[src/rtl/median_ctrl_pkg.sv]
// Shared types and sizing helpers for the median-filter frame sequencer.
package median_ctrl_pkg;

    typedef enum logic [2:0] {
        ST_IDLE,
        ST_CLEAR,
        ST_FEED,
        ST_FLUSH,
        ST_DONE,
        ST_ERR
    } state_t;

    localparam int RGB_W        = 24;
    localparam int FRAME_CNT_W  = 16;
    localparam int CLEAR_CYCLES = 2;

    // Pixels per frame.
    function automatic int frame_pixels(input int rows, input int cols);
        return rows * cols;
    endfunction

    // Width able to hold 0..N inclusive.
    function automatic int frame_cnt_w(input int rows, input int cols);
        return $clog2(rows * cols + 1);
    endfunction

endpackage

[src/rtl/median_ctrl_wdog.sv]
// FLUSH watchdog: counts enabled cycles without a pipeline output and
// flags expiry on the WDOG_CYCLES-th consecutive idle cycle.
module median_ctrl_wdog #(
    parameter int WDOG_CYCLES = 4096
) (
    input  logic clk,
    input  logic rst,
    input  logic en,
    input  logic clr,
    output logic expire
);

    localparam int W = $clog2(WDOG_CYCLES + 1);
    localparam logic [W-1:0] LAST = W'(WDOG_CYCLES - 1);

    logic [W-1:0] cnt;

    // Idle-cycle counter; any output or leaving FLUSH restarts it.
    always_ff @(posedge clk) begin
        if (rst || !en || clr) begin
            cnt <= '0;
        end else if (cnt != LAST) begin
            cnt <= cnt + 1'b1;
        end
    end

    assign expire = en && !clr && (cnt == LAST);

endmodule

[src/rtl/median_frame_ctrl.sv]
// Frame sequencer for the grayscale median pipeline: feeds one frame,
// flushes with zero pixels, gates exactly ROWS*COLS outputs, resets the
// pipeline between frames. Define MEDIAN_CTRL_WDOG_EN for the FLUSH
// watchdog and ERR state.
module median_frame_ctrl
    import median_ctrl_pkg::*;
#(
    parameter int ROWS        = 360,
    parameter int COLS        = 480,
    parameter int WDOG_CYCLES = 4096
) (
    input  logic                   clk,
    input  logic                   rst,
    input  logic                   start_i,
    input  logic                   abort_i,
    input  logic                   pix_valid_i,
    output logic                   pix_ready_o,
    input  logic [RGB_W-1:0]       pix_rgb_i,
    output logic                   pipe_rst_o,
    output logic                   pipe_done_o,
    output logic [RGB_W-1:0]       pipe_rgb_o,
    input  logic                   med_done_i,
    input  logic [RGB_W-1:0]       med_rgb_i,
    output logic                   out_valid_o,
    output logic [RGB_W-1:0]       out_rgb_o,
    output logic                   out_last_o,
    output logic                   busy_o,
    output logic                   frame_done_o,
    output logic                   err_o,
    output logic [FRAME_CNT_W-1:0] frame_cnt_o
);

    localparam int N     = frame_pixels(ROWS, COLS);
    localparam int CNT_W = frame_cnt_w(ROWS, COLS);
    localparam logic [CNT_W-1:0] N_C  = CNT_W'(N);
    localparam logic [CNT_W-1:0] N_M1 = CNT_W'(N - 1);

    state_t                 state, state_nxt;
    logic                   clr_cnt;
    logic [CNT_W-1:0]       in_cnt, out_cnt;
    logic [FRAME_CNT_W-1:0] frame_cnt;
    logic                   hs, gate, flush_stb, abort_act, wdog_expire;

    assign pix_ready_o  = (state == ST_FEED);
    assign hs           = pix_valid_i && pix_ready_o && !abort_i;
    assign abort_act    = abort_i && (state != ST_IDLE);
    assign gate         = med_done_i && (out_cnt != N_C) && !abort_i &&
                          ((state == ST_FEED) || (state == ST_FLUSH));
    assign flush_stb    = (state == ST_FLUSH) && (out_cnt != N_C) && !abort_i;
    assign busy_o       = (state != ST_IDLE);
    assign frame_done_o = (state == ST_DONE) && !abort_i;
    assign frame_cnt_o  = frame_cnt;
    assign pipe_rst_o   = rst || abort_act || (state == ST_CLEAR) ||
                          (state == ST_DONE) || (state == ST_ERR);

`ifdef MEDIAN_CTRL_WDOG_EN
    logic err_q;

    median_ctrl_wdog #(.WDOG_CYCLES(WDOG_CYCLES)) u_wdog (
        .clk    (clk),
        .rst    (rst),
        .en     (state == ST_FLUSH),
        .clr    (med_done_i),
        .expire (wdog_expire)
    );

    // Sticky error: set on watchdog expiry, cleared by an accepted start.
    always_ff @(posedge clk) begin
        if (rst) begin
            err_q <= 1'b0;
        end else if (state_nxt == ST_ERR) begin
            err_q <= 1'b1;
        end else if (start_i && !abort_i &&
                     ((state == ST_IDLE) || (state == ST_ERR))) begin
            err_q <= 1'b0;
        end
    end

    assign err_o = err_q;
`else
    logic unused_wdog;
    assign unused_wdog = (WDOG_CYCLES == 0);
    assign wdog_expire = 1'b0;
    assign err_o       = 1'b0;
`endif

    // Next-state: abort beats everything, start only honoured in IDLE/ERR.
    always_comb begin
        state_nxt = state;
        if (abort_i) begin
            state_nxt = ST_IDLE;
        end else begin
            case (state)
                ST_IDLE:  if (start_i) state_nxt = ST_CLEAR;
                ST_CLEAR: if (clr_cnt == 1'(CLEAR_CYCLES - 1)) state_nxt = ST_FEED;
                ST_FEED:  if (hs && (in_cnt == N_M1))
                              state_nxt = (out_cnt == N_C) ? ST_DONE : ST_FLUSH;
                ST_FLUSH: if (out_cnt == N_C) state_nxt = ST_DONE;
                          else if (wdog_expire) state_nxt = ST_ERR;
                ST_DONE:  state_nxt = ST_IDLE;
                ST_ERR:   if (start_i) state_nxt = ST_CLEAR;
                default:  state_nxt = ST_IDLE;
            endcase
        end
    end

    // State, counters and the registered pipeline/sink-side outputs.
    always_ff @(posedge clk) begin
        if (rst) begin
            state       <= ST_IDLE;
            clr_cnt     <= 1'b0;
            in_cnt      <= '0;
            out_cnt     <= '0;
            frame_cnt   <= '0;
            pipe_done_o <= 1'b0;
            pipe_rgb_o  <= '0;
            out_valid_o <= 1'b0;
            out_rgb_o   <= '0;
            out_last_o  <= 1'b0;
        end else begin
            state       <= state_nxt;
            pipe_done_o <= hs || flush_stb;
            pipe_rgb_o  <= hs ? pix_rgb_i : '0;
            out_valid_o <= gate;
            out_rgb_o   <= gate ? med_rgb_i : '0;
            out_last_o  <= gate && (out_cnt == N_M1);
            clr_cnt     <= (state == ST_CLEAR) ? clr_cnt + 1'b1 : 1'b0;

            if (hs && (in_cnt != N_C)) in_cnt <= in_cnt + 1'b1;
            if (gate) out_cnt <= out_cnt + 1'b1;
            if (frame_done_o) frame_cnt <= frame_cnt + 1'b1;

            // Abort or a fresh frame start wipes the per-frame counters.
            if (abort_act || ((state_nxt == ST_CLEAR) && (state != ST_CLEAR))) begin
                in_cnt  <= '0;
                out_cnt <= '0;
                clr_cnt <= 1'b0;
            end
        end
    end

endmodule
[config.mk]
export PLATFORM = sky130hd
export DESIGN_NAME = median_frame_ctrl
export DESIGN_NICKNAME = d
export VERILOG_FILES = /design/src/rtl/median_ctrl_pkg.sv /design/src/rtl/median_ctrl_wdog.sv /design/src/rtl/median_frame_ctrl.sv
export SDC_FILE = /design/constraint.sdc
export NUM_CORES = 1
export LEC_CHECK = 0
export BUFFER_PORTS_ARGS = -buffer_cell sky130_fd_sc_hd__buf_4
export CORE_ASPECT_RATIO = 1.5
export CORE_MARGIN = 4
export CORE_UTILIZATION = 50
export CTS_CLUSTER_SIZE = 10
export DETAILED_ROUTE_END_ITERATION = 16
export GPL_ROUTABILITY_DRIVEN = 0
export MAX_ROUTING_LAYER = met4
export PLACE_DENSITY = 0.79
export SLEW_MARGIN = 20
export SYNTH_ARGS = -nofsm -noshare
export SYNTH_HDL_FRONTEND = slang
export SYNTH_SLANG_ARGS = --single-unit
[constraint.sdc]
create_clock -name clk -period 2.4 [get_ports clk]
set_input_delay 0.72 -clock clk [delete_from_list [all_inputs] [get_ports clk]]
set_output_delay 0.72 -clock clk [all_outputs]
set_load 0.05 [all_outputs]
After elaboration in Yosys (flattened, before gate mapping):

Index checks and enable logic that the tools add are counted.

* bits in registers: 107
* latch bits: 0
* bits in writable memories: 0
* ROM bits: 0
* input bits: 54
* output and inout bits: 72
* word-level logic and storage cells: 64
* memories: 0

* add/subtract/negate cells: 4
* $mul: 0
* div/mod/pow operators: 0
* order comparisons: 0
* equality and inequality tests: 12
* shift operators: 0
* multiplexer cells: 7
* bitwise logic cells: 3
* reduce and logical (&&, ||, !) cells: 28

Operators with widths (count)
* == test 18 bit, second input constant: 3
* adder 18 x 1 -> 18 bit, second input constant: 2
* != test 18 bit, second input constant: 2
* 2-to-1 mux 3 bit: 6
* adder 16 x 1 -> 16 bit, second input constant: 1
* logical AND 1 bit: 13
* case mux 3 bit (4 select lines): 1
* OR reduction 2 bit: 4
* logical OR 1 bit: 7
* == test 3 x 1 -> 1 bit, second input constant: 2
* == test 3 x 2 -> 1 bit, second input constant: 2
* == test 3 bit, second input constant: 2
* logical NOT 3 bit: 1
* != test 3 x 1 -> 1 bit, second input constant: 1
* NOT 1 bit: 3
* nonzero test 3 bit: 1
* OR reduction 3 bit: 1
* adder 1 bit, second input constant: 1
* logical NOT 1 bit: 1

Longest topological paths before layout:

Gate-level depths: netlist of run 1.

* depth after elaboration: 11
* mapped depth: 8
* gate-level depth less buffers: 6

Worst setup path after synthesis of run 1:

No wires, ideal clock.

* path type: flip-flop to output port
* from: reg state[2]
* to: out pipe_rst_o
* arrival: 1.551 ns
* required time: 1.680 ns
* setup slack: 0.129 ns
* cell stages (with the launch flop): 6
* buffers on the path: 1
* cell sequence: dfxtp_1 clkbuf_2 nor2_1 nand2_1 o21ai_0 nand2_1

* word-level cells in the longest chain between the ends: 6
* elaborated cells between the ends (all ways): 9
* classes of those cells: eq/ne (3); reduce/logical (6)

Ends and longest elaborated chain
* start, declared: line median_frame_ctrl.sv:38 `state_t state, state_nxt;`
* start signal, assigned: line median_frame_ctrl.sv:121 `state <= state_nxt;`
* nonzero test 3 bit
* net busy_o: line median_frame_ctrl.sv:27 `output logic busy_o,`
* logical AND 1 bit: line median_frame_ctrl.sv:46 `assign abort_act = abort_i && (state != ST_IDLE);`
* logical OR 1 bit (3 in a row): line median_frame_ctrl.sv:53 `assign pipe_rst_o = rst || abort_act || (state == ST_CLEAR) ||`
* logical OR 1 bit: line median_frame_ctrl.sv:54 `(state == ST_DONE) || (state == ST_ERR);`
* end, declared: line median_frame_ctrl.sv:19 `output logic pipe_rst_o,`

The timed path passes the listed nets, and every way through them passes these cells.

Worst setup path after layout of run 1:

* from: reg state[1]
* to: out pipe_rst_o

* word-level cells in the longest chain between the ends: 6
* elaborated cells between the ends (all ways): 9
* classes of those cells: eq/ne (3); reduce/logical (6)

Ends and longest elaborated chain (line)
* nonzero test 3 bit: median_frame_ctrl.sv:46
* logical AND 1 bit: median_frame_ctrl.sv:46
* logical OR 1 bit (3 in a row): median_frame_ctrl.sv:53
* logical OR 1 bit (*): median_frame_ctrl.sv:54

Every way passes the cells marked *; elsewhere a longest branch is shown, timed or not.

==> results of run 1 <==
## where the power goes
group	internal [mW]	total [mW]	switching, mW
Clock	1.05	1.69	0.645
Sequential	1.78	1.78	0.00369
Combinational	0.0763	0.145	0.0692
## cell type report
class	count	area, um2
fillers	665	2700
flip-flops and latches	107	2150
multi-input cells	316	2060
repair buffers	136	1020
clock buffers	10	239
well taps	107	134
clock inverters	6	111
inverters	15	56.3
## stage by stage
step                utilization, %  hold WS [ns]  std cells
finish                        68.1         0.447        697
CTS                           68.1         0.450        697
detailed placement            64.0         0.439        681
floorplan                        -         0.423        459
global placement              64.0         0.444        681
global route                  68.1         0.478        697
## layout by cell type (no fill, tap or decap), drive strengths merged, types with 8 or more instances in the layout
cell type    n
xor2        17
nand3       16
clkbuf      10
a21oi       32
nand2       21
inv         15
nand4       16
and2        53
dfxtp      107
and3         9
or4         11
o21ai       17
nor2        24
or3         17
mux2i        8
o31ai       10
o211ai      14
buf        136
## worst max-delay path: stages (launching register included)
cell and delay (ns):
dfxtp_2 0.46, inv_1 0.16, nand2_1 0.11, o21ai_0 0.09, nand2_1 0.08, buf_4 0.20
## synthesized netlist by cell type, types with 3 or more instances
master,instances,share of area [%]
buf_2,7,0.80
o21ai_0,16,1.8
nand4_1,16,2.3
and4_1,3,0.60
or3_1,17,2.4
and2_1,53,7.6
dfxtp_1,107,49
and3_1,9,1.3
and4b_1,3,0.69
nor2_1,24,2.1
ha_1,5,1.4
nor4_1,3,0.43
or4_1,10,1.7
o211ai_1,14,2.4
o31ai_1,10,1.7
nor3_1,3,0.34
a21oi_1,31,3.6
nand2b_1,6,0.86
clkbuf_1,12,1.0
mux2i_1,8,1.8
inv_1,14,1.2
a211o_1,3,0.60
nand2_1,21,1.8
nand3_1,15,1.7
xor2_1,17,3.4
## state kept, by name, indices dropped and copies added (netlist names)
name / flops
out_rgb_o: 24
pipe_rgb_o: 24
in_cnt: 18
out_cnt: 18
frame_cnt_o: 16
state: 3
clr_cnt: 1
out_last_o: 1
out_valid_o: 1
pipe_done_o: 1
## worst max-delay path by stage
stage / endpoint / depth (start not counted)
detailed placement: in_cnt[11]$_SDFFE_PP0P_ / 6
global route: pipe_rst_o / 4
finish: pipe_rst_o / 5
global placement: in_cnt[17]$_SDFFE_PP0P_ / 6
floorplan: pipe_rst_o / 5
CTS: pipe_rst_o / 5
## cells by family after synthesis
kind of cell	share of synthesized area [%]
AO/OA/AOI/OAI	12.4
XOR/XNOR	3.62
adder cells (fa/ha/maj)	1.44
buffers and inverters	3.42
flip-flops	49.2
multiplexers	1.84
other	0.0862
AND/OR/NAND/NOR	28.0
## routing by layer
| layer | up-vias | share of wire (%) | track usage, % |
|---|---|---|---|
| li1 | 1885 | - | - |
| met1 | 1836 | 39 | 22.7 |
| met2 | 128 | 53 | 39.2 |
| met3 | 14 | 5.7 | 5.91 |
| met4 | 0 | 1.9 | 8.65 |
| met5 | - | 0 | - |
## what timing repair did
item	4_1_cts	5_1_grt
gates resized for setup	0	3
hold buffers	0	0
setup endpoints to repair	0	2
==> impl_metrics.yaml, run 1 <==
synthesis:
  synth.avg_cell_area_um2: 9.48
  ys_warn_count: 0
  ys_seq_elements: 107
  syn_nets: 518
  syn_area_um2: 4350
  synthDistinctLibCells: 55
  yosysSeqAreaShare_pct: 49.2
  synthArstFlopShare_pct: 0
  synthFlopType: "dfxtp_1"
  synth_edf_count: 0
  synth_cells: 459
sta:
  relSlewSlack_pct: 43.1
  tightest_slew_ns: 0.846
  fin_tns_setup_ns: 0
  max_freq_mhz: 462
  min_period_ns: 2.17
  fin_ws_ns: 0.233
  grt_setup_unrepaired: "false"
  setup_violations: 0
  drv_slew: 0
  finClkSkew_ns: 0.00703
  period_share_pct: 90.3
  final-hold-violation-count: 0
global_route:
  grt_max_degree: 30
  globalRouteTotalUtil_pct: 21.9
  antenna_found_initial: 0
  gr-total-overflow: 0
  grt_first_pass_wirelength_um: 17500
  grt_pass1_vias: 3757
critical_path:
  r2r_slack_ns: 0.31
  crit_required_ns: 1.68
  worstPathArrival_ns: 1.45
  startpoint: "state[1]$_SDFF_PP0_"
  cp-end-kind: "primary output"
  path_class: "flip-flop to primary output"
  r2r_cells: 6
  r2r-start: "in_cnt[0]$_SDFFE_PP0P_"
  path_max_fanout: 10
  start_kind: "flip-flop"
  worstReg2RegEnd: "in_cnt[1]$_SDFFE_PP0P_"
placed_design:
  place_ws_ns: 0.183
  dp_hpwl_um: 8040
  port_buffers: 124
  placed_area_um2: 5410
hold_path:
  min-delay-start: "clr_cnt$_SDFF_PP0_"
  hold_path.class: "flip-flop to flip-flop"
  holdPathEnd: "clr_cnt$_SDFF_PP0_"
  min_delay_path_depth: 1
detailed_routing:
  route.detailed.drc: 0
  wire_per_inst_um: 15.7
  finalWirelength_um: 11000
  ant_nets: 0
  first_iter_violations: 227
  dr.pass1.iters: 4
  drt-vias-per-instance: 5.54
  via_count: 3863
final_layout:
  stdcell_area_um2: 5770
  drive_above_1_share_pct: 28.3
  nets: 644
  syn2layout_area_growth_pct: 32.5
  antennaDiodeCount: 0
run:
  maxCapViolations: 0
floorplanning:
  initial_core_util_pct: 51.4
  ioPinCount: 126
  rows: 41
  design.die.area_um2: 10300
  core_area_um2: 8460
  die_y_um: 122
  die_x_um: 84.2
clock_network:
  ctsRootBufferMaster: "clkbuf_16"
  cts_tree: "yes"
  clk-insertion-delay-late_ns: 0.34
  h-tree-depth: 3
  post_cts_buffers: 0
  clock_tree.buffer_depth: 2
  cts_made_buffers: 9
  clk_pin_slew_worst_paths_ns: 0.07
  clkSinkCount: 107
pwr:
  irDropWorstVdd_mv: 0.581
  powerDensity_nw_per_um2: 628
  p_leak_nw: 2.31
  total_power_mw: 3.62
outcome:
  status: "complete, no violations"
No activity file was read; power rests on OpenSTA's default activity.
==> run 2: changes to the inputs <==
Settings changed: PLACE_DENSITY 0.79 to 0.77.
==> run 2 against run 1 <==
Compared with the run above:
- via count fell by 2.4%
- routed wire length fell by 3.9%
- register-to-register slack improved by 0.03 ns
- final area fell by 1.1%
- clock-buffer cell count rose by 2
- die area did not move
- non-clock buffer count rose by 1
- critical path type is now primary input to primary output
- critical endpoint is now frame_done_o
- largest cell class unchanged
- highest routed layer unchanged
==> impl_metrics.yaml, run 2 (same netlist as run 1, synthesis figures left out) <==
outcome:
  status: "complete, no violations"
floorplanning:
  die_y_um: 122
  die_x_um: 84.2
  core_area_um2: 8460
  initial_core_util_pct: 51.4
  design.die.area_um2: 10300
  rows: 41
  ioPinCount: 126
placed_design:
  place_ws_ns: 0.185
  place_inst: 682
  dp_hpwl_um: 7880
  port_buffers: 124
critical_path:
  start_kind: "primary input"
  path_delay_family: "buffers and inverters"
  path_cells: "buf_4 > nor4b_4 > buf_4"
  path_class: "primary input to primary output"
  worstPathArrival_ns: 1.45
  crit_buf_inv: 2
  crit_path_top_delay_cell: "nor4b_4"
  path_max_fanout: 13
  cp-end-kind: "primary output"
  cpMostUsedCell: "buf_4"
  critPathMaxStageDelay_ns: 0.29
  crit_required_ns: 1.68
sta:
  period_share_pct: 90.5
  final-hold-violation-count: 0
  tightest_slew_ns: 0.834
  setup_violations: 0
  fin_ws_ns: 0.228
  fin_tns_setup_ns: 0
  grt_setup_unrepaired: "false"
  max_freq_mhz: 460
  finClkSkew_ns: 0.00944
  relSlewSlack_pct: 44.0
  min_period_ns: 2.17
  drv_slew: 0
clock_network:
  clkSinkCount: 107
  clk-insertion-delay-late_ns: 0.35
  cts_hold_buf: 0
  cts_made_buffers: 9
  clk_pin_slew_worst_paths_ns: 0.07
  ctsRootBufferMaster: "clkbuf_16"
  cts_tree: "yes"
  clock_tree.buffer_depth: 2
  h-tree-depth: 3
detailed_routing:
  first_iter_violations: 277
  finalWirelength_um: 10500
  drt-vias-per-instance: 5.40
  wire_per_inst_um: 15.1
  route.detailed.drc: 0
  via_count: 3772
  dr.pass1.iters: 5
  ant_nets: 0
final_layout:
  top_regs: "out_rgb_o: 24 flops, pipe_rgb_o: 24 flops"
  postLayoutCoreUtil_pct: 67.4
  mostFrequentLayoutCell: "buf_4"
  final_cell_mix: "buf_4, dfxtp_1, and2_1"
  stdcell_count: 698
  drive_above_1_share_pct: 28.1
  nets: 645
  syn2layout_area_growth_pct: 31.1
  antennaDiodeCount: 0
pwr:
  irDropWorstVdd_mv: 0.470
  powerDensity_nw_per_um2: 582
  p_leak_nw: 2.28
global_route:
  grt_first_pass_wirelength_um: 17700
  globalRouteTotalUtil_pct: 22.0
  gr-total-overflow: 0
  grt_pass1_vias: 3769
  antenna_found_initial: 0
  grt_max_degree: 26
hold_path:
  hold_path.class: "flip-flop to flip-flop"
run:
  maxCapViolations: 0
## run 2: cell types whose count changed in the layout (fill, tap and decap cells not counted), sizes merged
cell,change
buf,+1
clkbuf,+2
clkinv,+1
bufinv,-3
## run 2: layer usage
layer	global-route usage (%)	vias up	part of all wire, %
met3	6.11	11	6.6
li1	-	1883	-
met5	-	-	0
met4	7.85	0	1.6
met2	38.1	121	52
met1	24.2	1757	40
## run 2: stage by stage
step                cell area [um2]  power [mW]  hold slack, ns
floorplan                      4350        1.88           0.423
global placement               5420        1.96           0.442
detailed placement             5420        1.97           0.454
CTS                            5700        3.34           0.464
global route                   5710        3.43           0.489
finish                         5710        3.32           0.471
## run 2: final timing paths
path                                from                     end  slack, ns  cells past startpoint
setup / recovery                 abort_i            frame_done_o       0.23                      3
hold reg to reg       clr_cnt$_SDFF_PP0_      clr_cnt$_SDFF_PP0_       0.47                      1
setup reg to reg  in_cnt[0]$_SDFFE_PP0P_  in_cnt[0]$_SDFFE_PP0P_       0.34                      6
hold / removal        clr_cnt$_SDFF_PP0_      clr_cnt$_SDFF_PP0_       0.47                      1
## run 2: power by group
group / total (mW) / switching (mW) / leakage (nW) / internal (mW)
logic: 0.146 / 0.0678 / 1.28 / 0.0777
registers: 1.78 / 0.00382 / 0.863 / 1.78
clock network: 1.40 / 0.654 / 0.133 / 0.741
total: 3.32 / 0.726 / 2.28 / 2.59
## run 2: repair_timing
action | in CTS | in global routing
resized for setup | 0 | 3
endpoints found under the setup margin | 0 | 2
endpoints found under the hold margin | 0 | 0
setup buffers | 0 | 0
## run 2: cell type report
type / instances / area, um2
Sequential cell: 107 / 2150
Clock inverter: 4 / 33.8
Timing Repair Buffer: 137 / 1030
Fill cell: 696 / 2760
Tap cell: 107 / 134
Inverter: 15 / 56.3
Multi-Input combinational cell: 316 / 2060
Clock buffer: 12 / 246
